File: src/rtl/shift_pkg.sv
// Shared definitions for the sequential right shifter: FSM states and sizing.
// Latency: n/a (declarations only).
// Backpressure: n/a.
package shift_pkg;

   localparam int WIDTH      = 32;
   localparam int SHAMT_W    = 5;
   localparam int NUM_STAGES = 5;

   typedef enum logic [1:0] {
      IDLE  = 2'd0,
      SHIFT = 2'd1,
      DONE  = 2'd2
   } state_t;

endpackage

File: src/rtl/right_shift_stage.sv
// One binary-weighted step of a barrel shift: data >> (16 >> stage), vacated MSBs get fill.
// Latency: combinational.
// Backpressure: none; pure function of its inputs.
module right_shift_stage #(
   parameter int WIDTH = 32
) (
   input  logic [WIDTH-1:0] data,
   input  logic [2:0]       stage,
   input  logic             enable,
   input  logic             fill,
   output logic [WIDTH-1:0] result
);
   import shift_pkg::*;

   logic [4:0] amt;

   // Pick this stage's weight, then shift a fill-extended copy so the top bits come from fill.
   always_comb begin
      amt = 5'd0;
      if (stage < 3'(NUM_STAGES)) begin
         amt = 5'd16 >> stage;
      end
      result = data;
      if (enable) begin
         result = WIDTH'({{WIDTH{fill}}, data} >> amt);
      end
   end

endmodule

File: src/rtl/seq_right_shifter.sv
// Sequential 32-bit logical/arithmetic right shifter, one barrel stage per cycle.
// Latency: result valid on the 5th edge after the accepting edge, independent of shift amount.
// Backpressure: result held in DONE until out_ready; no new request taken until back in IDLE.
module seq_right_shifter #(
   parameter int WIDTH   = 32,
   parameter int SHAMT_W = 5
) (
   input  logic               clock,
   input  logic               reset_n,
   input  logic               in_valid,
   output logic               in_ready,
   input  logic [WIDTH-1:0]   in_data,
   input  logic [SHAMT_W-1:0] in_shamt,
   input  logic               in_arith,
   output logic               out_valid,
   input  logic               out_ready,
   output logic [WIDTH-1:0]   out_data
);
   import shift_pkg::*;

   localparam logic [2:0] LAST_STAGE = 3'(NUM_STAGES - 1);

   state_t             state;
   logic [2:0]         cnt;
   logic [WIDTH-1:0]   work;
   logic [SHAMT_W-1:0] shamt_q;
   // in_arith only matters through the fill bit, so it is folded into fill at capture.
   logic               fill_q;
   logic [2:0]         bit_idx;
   logic               stage_en;
   logic [WIDTH-1:0]   stage_out;

   // Handshake flags decode straight from the state; result comes from the working register.
   always_comb begin
      in_ready  = (state == IDLE);
      out_valid = (state == DONE);
      out_data  = work;
   end

   // Stage k consumes shamt bit 4-k, so the biggest shift is applied first.
   always_comb begin
      bit_idx  = LAST_STAGE - cnt;
      stage_en = 1'b0;
      if ((state == SHIFT) && (cnt <= LAST_STAGE)) begin
         stage_en = shamt_q[bit_idx];
      end
   end

   right_shift_stage #(
      .WIDTH (WIDTH)
   ) u_stage (
      .data   (work),
      .stage  (cnt),
      .enable (stage_en),
      .fill   (fill_q),
      .result (stage_out)
   );

   // Control FSM and datapath: capture in IDLE, one stage per SHIFT edge, hold in DONE.
   always_ff @(posedge clock) begin
      if (!reset_n) begin
         state   <= IDLE;
         cnt     <= 3'd0;
         work    <= '0;
         shamt_q <= '0;
         fill_q  <= 1'b0;
      end else begin
         case (state)
            IDLE: begin
               if (in_valid) begin
                  work    <= in_data;
                  shamt_q <= in_shamt;
                  fill_q  <= in_arith & in_data[WIDTH-1];
                  cnt     <= 3'd0;
                  state   <= SHIFT;
               end
            end
            SHIFT: begin
               work <= stage_out;
               cnt  <= cnt + 3'd1;
               if (cnt == LAST_STAGE) begin
                  state <= DONE;
               end
            end
            DONE: begin
               // Returning to IDLE here means a new request waits one more edge.
               if (out_ready) begin
                  state <= IDLE;
               end
            end
            default: begin
               state <= IDLE;
            end
         endcase
      end
   end

endmodule

File: config.mk
export PLATFORM = sky130hd
export DESIGN_NAME = seq_right_shifter
export DESIGN_NICKNAME = d
export VERILOG_FILES = /design/src/rtl/shift_pkg.sv /design/src/rtl/right_shift_stage.sv /design/src/rtl/seq_right_shifter.sv
export SDC_FILE = /design/constraint.sdc
export NUM_CORES = 1
export LEC_CHECK = 0
export CELL_PAD_IN_SITES_DETAIL_PLACEMENT = 1
export CELL_PAD_IN_SITES_GLOBAL_PLACEMENT = 2
export CORE_ASPECT_RATIO = 1.1
export CORE_MARGIN = 2
export CORE_UTILIZATION = 32
export DETAILED_ROUTE_END_ITERATION = 16
export HOLD_SLACK_MARGIN = 0.05
export PLACE_DENSITY = 0.9
export SLEW_MARGIN = 25
export SYNTH_ARGS = -nofsm -noshare
export SYNTH_HDL_FRONTEND = slang
export SYNTH_HIERARCHICAL = 1
export SYNTH_SLANG_ARGS = --single-unit
File: constraint.sdc
create_clock -name clock -period 3.7 [get_ports clock]
set_input_delay 0.37 -clock clock [delete_from_list [all_inputs] [get_ports clock]]
set_output_delay 0.37 -clock clock [all_outputs]
set_load 0.05 [all_outputs]
==> flow_summary_export.csv <==
group,metric,value,unit
timing,slew_headroom,0.332,
layout,drive_gt1_frac,0.128,
power_and_ir_drop,seqPwrFrac,0.364,
power_and_ir_drop,comb_power_share,0.364,
timing,finalSetupTns,0,ns
timing,setup_viol_count_final,0,
layout,post-route-cell-area,4990,um2
run,cap_violations,0,
timing,tightestPinTransition,0.999,ns
timing,hold_viol,0,
placement,port_buffers,75,
timing,fmax,319,MHz
worst_setup_path,end_kind,"flip-flop",
layout,nets,593,
cts,cts-htree-levels,2,
power_and_ir_drop,powerDensity,332,nW/um2
power_and_ir_drop,p_sw_frac,0.394,
die,rows,44,
cts,clock_path_buffers,2,
worst_hold_path,hp-class,"reg -> reg",
placement,dp_hpwl,10.3,mm
outcome,status,"finished, final reports clean",
yosys,yosysUniqueCellTypes,75,
cts,numCtsBuffers,5,
timing,slew_violations,0,
grt,grt.total_usage,0.208,
die,fp.dieW,113,um
yosys,synth_edf_count,0,
yosys,ys_warn_count,6,
route,ant_nets,0,
timing,grt_setup_unrepaired,"no",
worst_setup_path,startpoint_type,"flip-flop",
layout,syn2layout_area_growth,18.2,%
yosys,synth_area_leader_cell,"dfxtp_1",
die,initial_core_util,0.323,
worst_setup_path,worstPathMaxFanout,20,
worst_hold_path,holdPathStages,2,
route,vias,4312,
timing,clock_skew,0.00354,ns
yosys,yosysTopAreaCellShare,0.204,
route,drt-pass1-iter-count,5,
route,drc,0,
layout,final_common_cell,"clkdlybuf4s50_1",
yosys,ys_async_sr_fraction,0,
power_and_ir_drop,switching_power,653,uW
grt,grt_max_degree,73,
grt,grt_antenna_before_repair,0,
grt,grt_pass1_vias,4294,
cts,cts_root_buf,"clkbuf_16",
yosys,synth_flop_cell,"dfxtp_1",
yosys,avgSynthCellArea,8.26,um2
die,dieArea,14100,um2
yosys,synth_cells,511,
placement,place_area,4850,um2
cts,cts_sinks,43,
cts,cts_tree,"built",
grt,grt_remaining_overflow,0,
cts,cts_hold_buf,0,
yosys,ys_seq_area_frac,0.204,
route,drt-initial-drc-count,339,
yosys,synth_area,4220,um2
route,routed_wirelength,14.9,mm
power_and_ir_drop,vdd_ir_drop_max,0.160,mV
die,boundaryPins,76,
route,wl_per_cell,21.0,um
power_and_ir_drop,clkPwrFrac,0.272,
worst_setup_path,slowest_delay,0.77,ns
route,viasPerCell,6.07,
power_and_ir_drop,internal_power,1000,uW
cts,clk_latency,0.29,ns
worst_setup_path,path_class,"reg -> reg",
cts,clk_pin_slew,0.06,ns
cts,cts_setup_buffers,0,
worst_setup_path,r2r_cells,13,
yosys,yosys_register_bits,43,
timing,post-route-min-period,3.14,ns
placement,place_congestion,0.881,
grt,grt_first_pass_wirelength,23.7,mm
worst_setup_path,cp_cell_sequence,"inv_1 > ha_1 > ha_1 > nand2b_1 > a21oi_1 > o2111a_1 > nand2b_1 > nor3_1 > a21oi_1 > o21ai_1 > mux2i_1 > nand2_1 > o211a_1",
layout,antennaDiodeCount,0,
layout,final_cell_mix,"clkdlybuf4s50_1, mux2i_1, nand2_1",
layout,fill_cells,1557,
cts,post_cts_resized,0,
worst_setup_path,worst_path_max_delay_cell,"o2111a_1",
layout,seq_area,866,um2
die,dieHeight,124,um
yosys,synth_area_leaders,"dfxtp_1, mux2i_1, a21oi_1",
yosys,syn_nets,556,
timing,period_share,0.848,
worst_setup_path,critPathRequiredTime,3.94,ns
layout,multiInputGateArea,2890,um2
worst_setup_path,arrival,3.38,ns
die,coreArea,13000,um2
power_and_ir_drop,leakagePower,0.00183,uW
==> logic make-up after synthesis <==
logic type	synth area share
mux	0.151
flops	0.204
fa+ha+maj	0.00890
buf+inv	0.112
simple gates	0.179
compound gates	0.345
==> power groups by stage <==
stage | Sequential (uW) | Clock, uW | Combinational [uW]
after CTS | 602 | 464 | 604
after floorplan | 679 | 0 | 331
final | 603 | 450 | 604
after global placement | 612 | 0 | 587
after detailed placement | 612 | 0 | 602
after global routing | 610 | 481 | 646
==> cells in the mapped netlist, types with 3 or more instances <==
cell type / n
a31oi_1: 6
dfxtp_1: 43
o22ai_1: 15
o21ai_1: 11
a221o_1: 3
o2bb2ai_1: 7
nor2b_1: 12
a211oi_2: 12
a211oi_1: 4
o221ai_1: 13
nor2_1: 26
nor2_2: 10
mux2i_1: 47
mux2_1: 4
ha_1: 3
nand3b_1: 4
buf_4: 10
nor3b_1: 3
clkbuf_1: 8
o21a_1: 4
inv_2: 4
mux2_2: 9
a21oi_1: 39
a22o_1: 4
nor3_1: 5
a22oi_1: 8
o21ai_0: 18
a221oi_2: 4
buf_6: 14
inv_1: 15
o211ai_1: 4
o211a_1: 17
nand3_1: 9
nand2_1: 47
nand2b_1: 13
buf_2: 12
==> routing by layer <==
metal  track usage  routed length, um  vias to the layer above
met4        0.0681                319                        0
li1              -                  -                     1996
met2         0.341               7180                      170
met3        0.0258                730                       22
met1         0.282               6660                     2124
met5             0                  0                        -
==> state kept, by name (all words and copies together), names as in the netlist <==
name	cells
fill_q	1
out_data	32
state	2
cnt	3
shamt_q	5
==> layout make-up <==
class	instances	area share
Timing Repair Buffer	81	0.165
Tap cell	161	0.0404
Clock inverter	2	0.00251
Multi-Input combinational cell	398	0.579
Sequential cell	43	0.174
Clock buffer	6	0.0258
Inverter	19	0.0143
==> metrics by stage <==
stage               total power [uW]  instances  setup slack, ns   util  hold WS (ns)
detailed placement              1210        702            0.598  0.371         0.512
global route                    1740        710            0.350  0.382         0.562
finish                          1660        710            0.561  0.382         0.529
CTS                             1670        710            0.579  0.382         0.532
floorplan                       1010        511            0.929      -         0.461
global placement                1200        702            0.727  0.371         0.500
==> final timing paths <==
check	startpoint	end	slack, ns
hold / removal	shamt_q[0]	shamt_q[0]	0.53
hold reg to reg	shamt_q[0]	shamt_q[0]	0.53
setup / recovery	cnt[0]	out_data[14]	0.56
setup reg to reg	cnt[0]	out_data[14]	0.56
==> critical path, delay by kind of cell (launching register included) <==
kind / cells / cell delay [ns]
compound gates: 5 / 1.21
mux: 1 / 0.09
flops: 1 / 0.33
simple gates: 4 / 0.88
fa+ha+maj: 2 / 0.49
buf+inv: 1 / 0.05
(Power assumes the default switching activity.)
